$ cat config.mk
export PLATFORM = sky130hd
export DESIGN_NAME = cam_writer
export DESIGN_NICKNAME = d
export VERILOG_FILES = /design/src/rtl/cam_pkg.sv /design/src/rtl/cam_free_enc.sv /design/src/rtl/cam_writer.sv
export SDC_FILE = /design/constraint.sdc
export NUM_CORES = 1
export LEC_CHECK = 0
export ABC_AREA = 1
export CORE_ASPECT_RATIO = 0.8
export CORE_MARGIN = 2
export CORE_UTILIZATION = 47
export DETAILED_ROUTE_END_ITERATION = 10
export MAX_ROUTING_LAYER = met4
export PLACE_DENSITY = 0.86
export SLEW_MARGIN = 15
export SYNTH_ARGS = -nofsm -noshare
export SYNTH_HDL_FRONTEND = slang
export SYNTH_SLANG_ARGS = --single-unit
$ cat constraint.sdc
create_clock -name clk -period 4.9 [get_ports clk]
set_clock_uncertainty 0.15 [all_clocks]
set_input_delay 0.98 -clock clk [delete_from_list [all_inputs] [get_ports clk]]
set_output_delay 0.98 -clock clk [all_outputs]
set_load 0.02 [all_outputs]
$ cat src/rtl/cam_pkg.sv
// cam_pkg: shared types for the CAM management front-end
package cam_pkg;
  typedef enum logic {
    OP_INSERT = 1'b0,
    OP_DELETE = 1'b1
  } cam_op_e;
  typedef enum logic [1:0] {
    ST_OK        = 2'b00,
    ST_EXISTS    = 2'b01,
    ST_FULL      = 2'b10,
    ST_NOT_FOUND = 2'b11
  } cam_status_e;
  typedef enum logic [1:0] {
    IDLE   = 2'b00,
    LOOKUP = 2'b01,
    WRITE  = 2'b10,
    RESP   = 2'b11
  } cam_wr_state_e;
endpackage

$ cat src/rtl/cam_free_enc.sv
// cam_free_enc: lowest-zero priority encoder over the occupancy bitmap
module cam_free_enc #(
  parameter int DEPTH = 16,
  localparam int IW = $clog2(DEPTH)
) (
  input  logic [DEPTH-1:0] occ,
  output logic [IW-1:0]    free_idx,
  output logic             any_free
);
  // scan from the top so the lowest free slot wins
  always_comb begin
    free_idx = '0;
    for (int i = DEPTH - 1; i >= 0; i--) free_idx = occ[i] ? free_idx : IW'(i);
    any_free = ~&occ;
  end
endmodule

$ cat src/rtl/cam_writer.sv
// cam_writer: insert/delete front-end doing lookup-before-write into the CAM
module cam_writer
  import cam_pkg::*;
#(
  parameter int CAM_WIDTH = 32,
  parameter int CAM_DEPTH = 16,
  localparam int IDX_W = $clog2(CAM_DEPTH)
) (
  input  logic                 clk,
  input  logic                 rst,
  input  logic                 req_valid,
  output logic                 req_ready,
  input  logic                 req_op,
  input  logic [CAM_WIDTH-1:0] req_key,
  output logic                 rsp_valid,
  input  logic                 rsp_ready,
  output logic [IDX_W-1:0]     rsp_idx,
  output logic [1:0]           rsp_status,
  output logic                 cam_we,
  output logic [IDX_W-1:0]     cam_idx,
  output logic [CAM_WIDTH-1:0] cam_data,
  output logic                 cam_vld,
  input  logic                 cam_hit,
  input  logic [IDX_W-1:0]     cam_hit_idx,
  output logic [IDX_W:0]       occ_cnt,
  output logic                 full
);
  cam_wr_state_e          state, state_nxt;
  cam_op_e                op;
  cam_status_e            status;
  logic [CAM_WIDTH-1:0]   key;
  logic [IDX_W-1:0]       idx;
  logic [CAM_DEPTH-1:0]   occ, occ_nxt;
  logic [IDX_W-1:0]       free_idx;
  logic                   any_free;
  logic                   ins;

  assign ins = op == OP_INSERT;

  cam_free_enc #(.DEPTH(CAM_DEPTH)) u_free (
    .occ      (occ),
    .free_idx (free_idx),
    .any_free (any_free)
  );

  // state register
  always_ff @(posedge clk) begin
    if (rst) state <= IDLE;
    else     state <= state_nxt;
  end

  // next state: a write is needed for a fresh insert with room, or a delete that hits
  always_comb begin
    state_nxt = state;
    case (state)
      IDLE:    state_nxt = req_valid ? LOOKUP : IDLE;
      LOOKUP:  state_nxt = (ins ? (!cam_hit && any_free) : cam_hit) ? WRITE : RESP;
      WRITE:   state_nxt = RESP;
      RESP:    state_nxt = rsp_ready ? IDLE : RESP;
      default: state_nxt = IDLE;
    endcase
  end

  // outputs decoded from state; a reset landing on WRITE suppresses the write pulse
  always_comb begin
    req_ready  = state == IDLE;
    rsp_valid  = state == RESP;
    rsp_idx    = idx;
    rsp_status = status;
    cam_we     = state == WRITE && !rst;
    cam_idx    = state == WRITE ? idx : '0;
    cam_vld    = state == WRITE && ins;
    cam_data   = (state == LOOKUP || (state == WRITE && ins)) ? key : '0;
  end

  // occupancy after this cycle's write, so the counters track occ without lag
  always_comb begin
    occ_nxt = occ;
    if (state == WRITE) occ_nxt[idx] = ins;
  end

  // request latch, lookup decision and occupancy bookkeeping
  always_ff @(posedge clk) begin
    if (rst) begin
      op      <= OP_INSERT;
      key     <= '0;
      idx     <= '0;
      status  <= ST_OK;
      occ     <= '0;
      occ_cnt <= '0;
      full    <= 1'b0;
    end else begin
      if (state == IDLE && req_valid) begin
        op  <= cam_op_e'(req_op);
        key <= req_key;
      end
      if (state == LOOKUP) begin
        idx    <= cam_hit ? cam_hit_idx : (ins && any_free) ? free_idx : '0;
        status <= cam_hit ? (ins ? ST_EXISTS : ST_OK)
                          : (ins ? (any_free ? ST_OK : ST_FULL) : ST_NOT_FOUND);
      end
      if (state == WRITE) status <= ST_OK;
      occ     <= occ_nxt;
      occ_cnt <= (IDX_W + 1)'($countones(occ_nxt));
      full    <= &occ_nxt;
    end
  end
endmodule

==> Word-level counts from Yosys, hierarchy flattened <==
Index checks and enable logic that the tools add are counted.
{ "totals": {"register_bits": 63, "latch_bits": 0, "ramBits": 0, "rom_bits": 0, "input_bits": 42, "output_inout_bits": 52, "word_cells": 76, "mem_count": 0} }
{ "classes": {"addsub": 15, "n_mul": 0, "div": 0, "magnitude_cmp": 2, "n_eq_ne": 3, "n_shift": 0, "muxes": 33, "n_bitwise": 1, "n_reduce_logical": 14} }
{ "op_table": {"columns": ["op", "n"], "rows": [
  ["2-to-1 mux 4 bit", 19],
  ["2-to-1 mux 32 bit", 1],
  ["AND reduction 16 bit", 2],
  ["adder 1 x 1 -> 2 bit", 8],
  ["bitwise mux 16 bit", 1],
  ["2-to-1 mux 16 bit", 1],
  ["adder 2 x 2 -> 3 bit", 4],
  ["adder 3 x 3 -> 4 bit", 2],
  ["2-to-1 mux 2 bit", 4],
  ["one-hot mux 2 bit (4 select lines)", 1],
  ["logical AND 1 bit", 6],
  ["adder 4 x 4 -> 5 bit", 1],
  ["less-than comparator 4 x 5 -> 1 bit (second input constant)", 1],
  ["2-to-1 mux 1 bit", 5],
  ["demux 1 bit (select 4 bit)", 1],
  ["equality test 2 bit (second input constant)", 2],
  ["greater-or-equal comparator 4 x 1 -> 1 bit (second input constant)", 1],
  ["zero test 1 bit", 3],
  ["equality test 2 x 1 -> 1 bit (second input constant)", 1],
  ["zero test 2 bit", 1],
  ["OR reduction 2 bit", 1],
  ["logical OR 1 bit", 1],
  ["inverter 1 bit", 1]
]} }

==> Logic depth before layout (Yosys ltp) <==
Gate-level depths: netlist of the first run.
{ "logic_depth": {"ltp_word": 18, "ltp_mapped": 23} }

==> Cells and area by module <==
From an unflattened synthesis of the first run, not the netlist that was laid out.
{ "unflattened": {"cells_unflattened": 484, "hier_area_um2": 3345.7} }
{ "by_module_without_submodules": {"columns": ["module", "instances", "cells_per_inst", "area_per_inst_um2", "seq_area_each_um2"], "rows": [
  ["cam_writer", 1, 446, 3180.6, 1261.2],
  ["cam_free_enc", 1, 38, 165.2, 0.0]
]} }

==> Least setup slack after synthesis of the first run <==
OpenSTA, ideal clock, no wires.
{ "synth_path": {"path_type": "register to register", "startpoint": "register idx[1], in the netlist rsp_idx[1]", "endpoint": "register occ_cnt[4]", "arrival_time_ns": 4.344, "required_ns": 4.622, "setup_slack_ns": 0.278, "path_stages_with_launch": 22, "path_buffers": 0, "synth_period_minus_slack_ns": 4.622, "path_cell_list": "dfxtp_1 > inv_1 > nor2_4 > nand2_2 > clkinv_2 > nand2_1 > o21ai_1 > inv_1 > fa_1 > inv_1 > fa_1 > inv_1 > fa_1 > inv_1 > fa_1 > inv_1 > ha_1 > fa_1 > nand2_1 > inv_1 > o21ai_0 > nor2_1"} }
{ "synth_via": {"elab_chain_len": 10, "word_cells_on_any_way": 22, "classes_between": "add/sub: 15; order compare: 2; mux: 4; reduce/logical: 1"} }
{ "synth_lines": {"columns": ["item", "line", "rtl"], "rows": [
  ["start, declared", "cam_writer.sv:32", "logic [IDX_W-1:0] idx;"],
  ["start signal, assigned", "cam_writer.sv:98", "idx <= cam_hit ? cam_hit_idx : (ins && any_free) ? free_idx : '0;"],
  ["less-than comparator 4 x 5 -> 1 bit (implied by the code) or greater-or-equal comparator 4 x 1 -> 1 bit (tied branches)", "cam_writer.sv:79", "if (state == WRITE) occ_nxt[idx] = ins;"],
  ["logical AND 1 bit (implied by the code)", "cam_writer.sv:79", null],
  ["2-to-1 mux 1 bit (implied by the code)", "cam_writer.sv:79", null],
  ["demux 1 bit (select 4 bit) (*)", "cam_writer.sv:79", null],
  ["bitwise mux 16 bit (*)", "cam_writer.sv:79", null],
  ["2-to-1 mux 16 bit (*)", "cam_writer.sv:79", null],
  ["net occ_nxt[11]", "cam_writer.sv:33", "logic [CAM_DEPTH-1:0] occ, occ_nxt;"],
  ["adder 1 x 1 -> 2 bit (implied by the code) (*)", "cam_writer.sv:104", "occ_cnt <= (IDX_W + 1)'($countones(occ_nxt));"],
  ["adder 2 x 2 -> 3 bit (implied by the code) (*)", "cam_writer.sv:104", null],
  ["adder 3 x 3 -> 4 bit (implied by the code) (*)", "cam_writer.sv:104", null],
  ["adder 4 x 4 -> 5 bit (implied by the code) (*)", "cam_writer.sv:104", null],
  ["end signal, assigned", "cam_writer.sv:104", null],
  ["end, declared", "cam_writer.sv:25", "output logic [IDX_W:0] occ_cnt,"]
]} }
The timed path passes the listed nets; every way through them passes the cells marked *.
A chain may end at the register's enable or synchronous reset.

==> Worst setup path in the final report of the first run <==
{ "layout_path": {"startpoint": "register state[0]", "endpoint": "register occ_cnt[4]"} }
{ "layout_via": {"elab_chain_len": 6, "word_cells_on_any_way": 17, "classes_between": "add/sub: 15; eq/ne: 1; mux: 1"} }
{ "layout_lines": {"columns": ["item", "line", "rtl"], "rows": [
  ["start, declared", "cam_writer.sv:28", "cam_wr_state_e state, state_nxt;"],
  ["start signal, assigned", "cam_writer.sv:49", "else state <= state_nxt;"],
  ["equality test 2 bit", "cam_writer.sv:79", null],
  ["2-to-1 mux 16 bit", "cam_writer.sv:79", null],
  ["net occ_nxt[0]", "cam_writer.sv:33", null],
  ["adder 1 x 1 -> 2 bit (implied by the code)", "cam_writer.sv:104", null],
  ["adder 2 x 2 -> 3 bit (implied by the code)", "cam_writer.sv:104", null],
  ["adder 3 x 3 -> 4 bit (implied by the code)", "cam_writer.sv:104", null],
  ["adder 4 x 4 -> 5 bit (implied by the code)", "cam_writer.sv:104", null]
]} }
The timed path passes the listed nets, and every way through them passes these cells.

==> metrics.md, run 1 <==
| Metric | Value |
|---|---|
| Initial antenna violation count | `0` |
| Outcome | `finished, final reports clean` |
| Largest cells by area after synthesis | `dfxtp_1 (40%), inv_1 (9.7%), nor2_1 (8.5%)` |
| Int Power | `approximately 940 uW` |
| # nets final | `~600` |
| Drt wl/cell | `13.55 um` |
| P&R area growth vs syn | `38.46%` |
| Fin crit period | `roughly 4600 ps` |
| Unrepaired setup endpoints after global routing | `no` |
| Combinational family with the most area after synthesis | `simple AND/OR/NAND/NOR gates` |
| Syn avg cell area | `~7 sq um` |
| DRC | `0` |
| Skew-Pair Late Insertion Delay | `roughly 350 ps` |
| Top Ports | `94` |
| Vias per inst | `5.161` |
| DIE AREA | `7376 sq um` |
| Crit Path Max Fanout | `9` |
| Ant diodes | `0` |
| Sequential fraction of the synthesis area | `40.05%` |
| Synth area leader | `dfxtp_1` |
| Fraction of layout cells with a size suffix above 1 | `approximately 7.8%` |
| H-Tree Depth | `3` |
| Adder-cell share of the synthesized area | `8.741%` |
| Switch share | `about 36%` |
| Number of global-route vias before repair | `between 3000 and 4000` |
| CTS sink cnt | `63` |
| Slew Viols, Final | `0` |
| Sequential Power Share | `around 41%` |
| Worst-Margin Slew | `between 900 and 1000 ps` |
| Total negative slack | `0 ps` |
| Fmax | `roughly 0.22 GHz` |
| Root Driver | `clkbuf_8` |
| Period utilization | `about 95%` |
| Yosys cell types | `32` |
| All-Layer GR Usage | `24.70%` |
| Yosys reg bits | `63` |
| Kind of critical path | `reg -> reg` |
| Port Buffers | `a little over 90` |
| Fillcell total | `approximately 550` |
| Syn_nets | `500` |
| Vias | `about 3200` |
| First-pass GRT wire length | `13.99 mm` |
| Slew margin rel. | `~37%` |
| Post-synth top cells | `inv_1 (81), nor2_1 (71), dfxtp_1 (63)` |
| Rows | `26` |
| Req. time, crit path | `around 5000 ps` |
| CP delay by family, top | `adder cells` |
| Crit-path cells | `inv_2 > nand2_4 > nor3_4 > nand2_2 > o21ai_2 > inv_1 > fa_1 > inv_1 > fa_1 > inv_1 > fa_1 > inv_1 > fa_1 > inv_1 > ha_1 > fa_1 > nand2_1 > inv_1 > o21ai_0 > nor2_1` |
| Hold Crit Class | `reg -> reg` |
| Slowest CP cell | `fa_1` |
| Final Setup Violations | `0` |
| Mux share of post-synthesis cell area | `0.6357%` |
| TritonCTS clock tree | `yes` |
| Number of flops mapped to enable cells by yosys | `0` |
| Ys async rst share | `0%` |
| Hold buffers post-CTS | `0` |
| Die height | `between 70 and 80 um` |
| GP Congestion | `around 0.90` |
| Comb power frac | `a little under a third` |
| Antenna viol nets, final | `0` |
| Max stage delay on crit path | `between 500 and 600 ps` |
| Leakage | `between 0.0015 and 0.002 uW` |
| DR iter-0 viols | `167` |
| Clock Tree Buf Depth | `2` |
| Hpwl dp | `6.306 mm` |
| Total congestion overflow | `0` |
| CTS clock-pin slew for the worst setup and hold paths | `around 70 ps` |
| Sw power | `between 500 and 600 uW` |
| Synth warn | `0` |
| Worst Setup End Kind | `register` |
| Crit path DAT | `approximately 4700 ps` |
| Multi-input gate area | `between 1500 and 2000 sq um` |
| Compound-Gate Fraction of Synth Area | `around 18%` |
| Max Cap Viol | `0` |
| Routed wire length | `around 8.4 mm` |
| VDD IR max | `214.4 uV` |
| Utilization after layout | `about 68%` |
| Die Span X | `about 96 um` |
| Sequential Area | `1265 sq um` |
| Critical path's most frequent cell | `inv_1` |
| Simple-Gate Fraction of Synth Area | `between 20% and 30%` |
| Cts bufs inserted | `9` |
| CORE AREA | `roughly 6400 sq um` |
| Mapped Cells | `442` |
| XOR/XNOR Fraction of Synth Area | `0%` |
| Initial Util | `approximately half` |
| Top-area cell type share of the netlist area | `40.05%` |
| Clock share of power | `27.1%` |
| Final Hold Viols | `0` |
| Largest net degree at the start of global routing | `38` |
| Synth Cell Area | `3149 sq um` |
| CP bufs+invs | `7` |
| Drt first pass iters | `5` |
| Primary FF master, synth | `dfxtp_1` |
| Top-count cell post-synth | `inv_1` |
| Startpoint Class | `register` |
| P per Cell Area | `about 340 nW/um^2` |
[metrics by stage]
stage	total power [uW]	setup slack, ps	std cells	hold WS (ps)	cell area [sq um]
after global placement	1053	275.8	605	289.9	4144
after CTS	1463	107.0	621	306.5	4318
final	1472	258.5	623	305.7	4360
after floorplan	884.1	278.1	442	279.9	3149
after detailed placement	1067	127.8	605	295.9	4144
after global routing	1558	1.162	623	319.5	4360
[path summary, 6_finish.rpt]
check,from,to,slack (ps),cells past startpoint
worst max-delay path,state[0],occ_cnt[4],260,20
worst min-delay path,key[24],key[24],310,2
worst max register to register,state[0],occ_cnt[4],260,20
worst min register to register,key[24],key[24],310,2
[worst min-delay path: cells and delay by family (launching register included)]
| family | cells | cell delay (ps) |
|---|---|---|
| buf+inv | 1 | 60 |
| compound gates | 1 | 50 |
| flops | 1 | 300 |
[cells by family (layout without fill, tap and decap cells)]
kind of cell | Yosys count | after routing
AOI/OAI and AO/OA | 107 | 107
buffers and inverters | 104 | 201
muxes | 2 | 2
DFF | 63 | 63
adders and majority gates | 16 | 16
and+or+nand+nor | 150 | 150
[registers in the layout (all words and copies together), names as in the netlist]
name,flops
key,32
occ,16
occ_cnt,5
rsp_idx,4
rsp_status,2
state,2
full,1
op,1
[cell usage in the layout, fill, tap and decap left out]
cell | netlist | routed
ha_1 | 6 | 6
nand3b_1 | 1 | 1
dfxtp_2 | 0 | 3
mux2i_1 | 2 | 2
a31oi_1 | 2 | 2
buf_4 | 0 | 6
o21ai_1 | 10 | 7
o21ai_0 | 45 | 44
nor2_1 | 71 | 71
fa_1 | 10 | 10
nor4_2 | 1 | 1
nand3_1 | 6 | 6
a21o_1 | 1 | 1
a21oi_1 | 44 | 44
nor3_4 | 1 | 2
dfxtp_1 | 63 | 60
clkinv_4 | 0 | 2
o211ai_1 | 1 | 1
o21a_1 | 2 | 2
nand4_1 | 4 | 4
o21ai_2 | 0 | 4
nor2_4 | 1 | 1
nand2_4 | 1 | 1
clkinv_2 | 1 | 3
nor3_1 | 4 | 4
inv_2 | 3 | 3
nand2_1 | 55 | 54
clkbuf_8 | 0 | 9
clkdlybuf4s50_1 | 0 | 93
clkinvlp_4 | 0 | 3
nor4_1 | 1 | 1
nor2_2 | 1 | 1
inv_1 | 81 | 81
clkinv_1 | 1 | 1
a221oi_1 | 2 | 2
nand2_2 | 2 | 3
[cell type report]
class / count / area share (%)
clock buffers: 9 / 2.841
inverters: 86 / 7.432
flip-flops and latches: 63 / 29.01
multi-input cells: 275 / 34.78
clock inverters: 7 / 1.148
repair buffers: 99 / 22.38
well taps: 84 / 2.410
[power groups by stage]
stage          logic (uW)  clock network (uW)  registers (uW)
2_1_floorplan         259                   0             625
4_1_cts               454                 405             605
3_3_place_gp          439                   0             614
5_1_grt               515                 429             614
3_5_place_dp          451                   0             616
6_report              465                 399             607
[what timing repair did]
action / 4_1_cts / 5_1_grt
resized for setup: 0 / 10
setup endpoints to repair: 0 / 4
setup buffers: 0 / 2
[metal layers]
layer	vias up	track usage (%)	wire (um)
li1	1566	-	-
met1	1504	30.98	3613
met2	121	38.60	4052
met3	24	5.403	555
met4	0	9.857	218
met5	-	-	0
No activity file was read; power rests on OpenSTA's default activity.
==> run 2: changes to the inputs <==
Settings changed: MAX_ROUTING_LAYER met4 to default.
==> run 2 against run 1 <==
- total power up 5.5%
- count of clock-buffer cells in the layout up 1
- global-route usage down 1.5 points
- setup slack better by 8.4 ps
- combinational power about the same
- via count down 3.4%
- die area unchanged
- utilization up 0.72 points
- worst hold slack worse by 0.74 ps
- critical path type unchanged
==> metrics.md, run 2 (synthesized netlist as in run 1, its figures left out) <==
| Metric | Value |
|---|---|
| Ant diodes | `0 (unchanged)` |
| Most frequent cells in the layout | `clkdlybuf4s50_1 (93), inv_1 (81), nor2_1 (71) (unchanged)` |
| H-Tree Depth | `3 (unchanged)` |
| Worst r2r dst | `occ_cnt[4] (unchanged)` |
| Kind of critical path | `reg -> reg (unchanged)` |
| Finished Layout Cells | `624 (was 623)` |
| Largest net degree at the start of global routing | `48 (was 38)` |
| CTS sink cnt | `63 (unchanged)` |
| Fillcell total | `501 (was 545)` |
| Crit Path Max Fanout | `9 (unchanged)` |
| Die Span X | `95.52 um (unchanged)` |
| Crit path DAT | `4690 ps (was 4720 ps)` |
| Final instance area | `4407 sq um (was 4360 sq um)` |
| Cts bufs inserted | `9 (unchanged)` |
| Number of global-route vias before repair | `2961 (was 3095)` |
| # nets final | `593 (was 592)` |
| DRC | `0 (unchanged)` |
| Startpoint Class | `register (unchanged)` |
| Slew Viols, Final | `0 (unchanged)` |
| Final Setup Violations | `0 (unchanged)` |
| Most flop-heavy register | `key (unchanged)` |
| Reg2reg setup slack | `270 ps (was 260 ps)` |
| Drt wl/cell | `13.08 um (was 13.55 um)` |
| Hpwl dp | `5.982 mm (was 6.306 mm)` |
| Worst-Margin Slew | `884.0 ps (was 936.1 ps)` |
| DIE AREA | `7376 sq um (unchanged)` |
| Vias | `3105 (was 3215)` |
| Leakage | `0.001852 uW (was 0.001828 uW)` |
| R2R depth | `20 (unchanged)` |
| All-Layer GR Usage | `23.16% (was 24.70%)` |
| Multi-input gate area | `1516 sq um (unchanged)` |
| Antenna viol nets, final | `0 (unchanged)` |
| Number of flip-flops in the largest register | `32 (unchanged)` |
| GP Congestion | `0.9327 (was 0.8958)` |
| P&R area growth vs syn | `39.93% (was 38.46%)` |
| TritonCTS clock tree | `yes (unchanged)` |
| Outcome | `finished, final reports clean (unchanged)` |
| Die height | `77.22 um (unchanged)` |
| First-pass GRT wire length | `13.48 mm (was 13.99 mm)` |
| Drt first pass iters | `4 (was 5)` |
| Sequential Area | `1265 sq um (unchanged)` |
| CTS clock-pin slew for the worst setup and hold paths | `70 ps (about the same)` |
| Worst Setup End Kind | `register (unchanged)` |
| Pwr Total | `1553 uW (was 1472 uW)` |
| Clock Tree Buf Depth | `2 (unchanged)` |
| Period utilization | `94.55% (was 94.73%)` |
| Hold buffers post-CTS | `0 (unchanged)` |
| Slew margin rel. | `41.00% (was 37.44%)` |
| Crit path from | `state[0] (unchanged)` |
| Req. time, crit path | `4960 ps (was 4980 ps)` |
| Fmax | `0.2158 GHz (was 0.2154 GHz)` |
| DR iter-0 viols | `210 (was 167)` |
| Hold Crit Class | `reg -> reg (unchanged)` |
| Vias per inst | `4.976 (was 5.161)` |
| Top Ports | `94 (unchanged)` |
| P per Cell Area | `352.5 nW/um^2 (was 337.6 nW/um^2)` |
| Most common cell after layout, fill and taps aside | `clkdlybuf4s50_1 (unchanged)` |
| Total congestion overflow | `0 (unchanged)` |
| Port Buffers | `93 (unchanged)` |
| Hold slack final | `305.0 ps (was 305.7 ps)` |
| Max Cap Viol | `0 (unchanged)` |
| Initial Util | `48.89% (unchanged)` |
| Final Hold Viols | `0 (unchanged)` |
| Routed wire length | `8.162 mm (was 8.439 mm)` |
| Skew-Pair Late Insertion Delay | `330 ps (was 350 ps)` |
| CORE AREA | `6441 sq um (unchanged)` |
| Fraction of layout cells with a size suffix above 1 | `7.778% (was 7.792%)` |
| Reg-to-Reg Start | `state[0] (unchanged)` |
| VDD IR max | `207.6 uV (was 214.4 uV)` |
| Crit path capture | `occ_cnt[4] (unchanged)` |
| Largest regs | `key x32, occ x16, occ_cnt x5 (unchanged)` |
| Root Driver | `clkbuf_8 (unchanged)` |
| Cell Area, Placed | `4144 sq um (unchanged)` |
| Fin crit period | `4633 ps (was 4642 ps)` |
| Placed Cells | `605 (unchanged)` |
| Initial antenna violation count | `0 (unchanged)` |
| Rows | `26 (unchanged)` |
## run 2: cell types whose count changed in the layout (fill, tap and decap cells not counted), sizes merged
cell,change
clkbuf,+1
clkinvlp,-1
bufinv,+2
clkinv,-2
buf,+1
## run 2: area by class of cell
class                           count  area share (%)
Inverter                           86           7.354
Tap cell                           84           2.385
Multi-Input combinational cell    275           34.41
Sequential cell                    63           28.71
Clock buffer                       10           2.896
Clock inverter                      6           1.931
Timing Repair Buffer              100           22.32
## run 2: routing by layer
| layer | share of wire, % | GRT usage [%] | up-vias |
|---|---|---|---|
| li1 | - | - | 1564 |
| met1 | 44 | 30.56 | 1435 |
| met2 | 49 | 36.78 | 98 |
| met3 | 5.5 | 5.894 | 8 |
| met4 | 1.4 | 7.714 | 0 |
| met5 | 0 | 0 | - |
## run 2: report_power, final
part | switching, uW | internal [uW] | total [uW]
logic | 279 | 182 | 462
clock network | 200 | 285 | 485
registers | 31.6 | 575 | 607
## run 2: worst min path at each step
stage | start | to | slack, ps | depth (start not counted)
2_1_floorplan | key[0] | key[0] | 280 | 2
5_1_grt | key[11] | key[11] | 320 | 2
3_3_place_gp | key[9] | key[9] | 290 | 2
3_5_place_dp | key[24] | key[24] | 300 | 2
6_report | key[11] | key[11] | 300 | 2
4_1_cts | key[24] | key[24] | 310 | 2
## run 2: critical path, stage by stage, from the launching register on
cell and delay, ps:
dfxtp_1 340, inv_2 90, nand2_4 110, nor3_4 280, nand2_1 120, o21ai_2 220
inv_1 100, fa_1 500, inv_1 60, fa_1 520, inv_1 60, fa_1 490
inv_1 60, fa_1 510, inv_1 50, ha_1 200, fa_2 350, nand2_1 80
inv_1 50, o21ai_1 110, nor2_1 50
## run 2: timing repair
item / 4_1_cts / 5_1_grt
endpoints found under the hold margin: 0 / 0
buffers inserted: 0 / 3
gates resized for setup: 0 / 11
setup endpoints to repair: 0 / 4
## run 2: metrics by stage
stage / setup TNS [ps] / util, % / worst slack, ps
2_1_floorplan: 0 / - / 278.1
3_3_place_gp: 0 / 64.34 / 278.3
3_5_place_dp: 0 / 64.34 / 132.9
4_1_cts: 0 / 67.64 / 17.93
5_1_grt: -36.68 / 68.41 / -36.68
6_report: 0 / 68.41 / 266.8
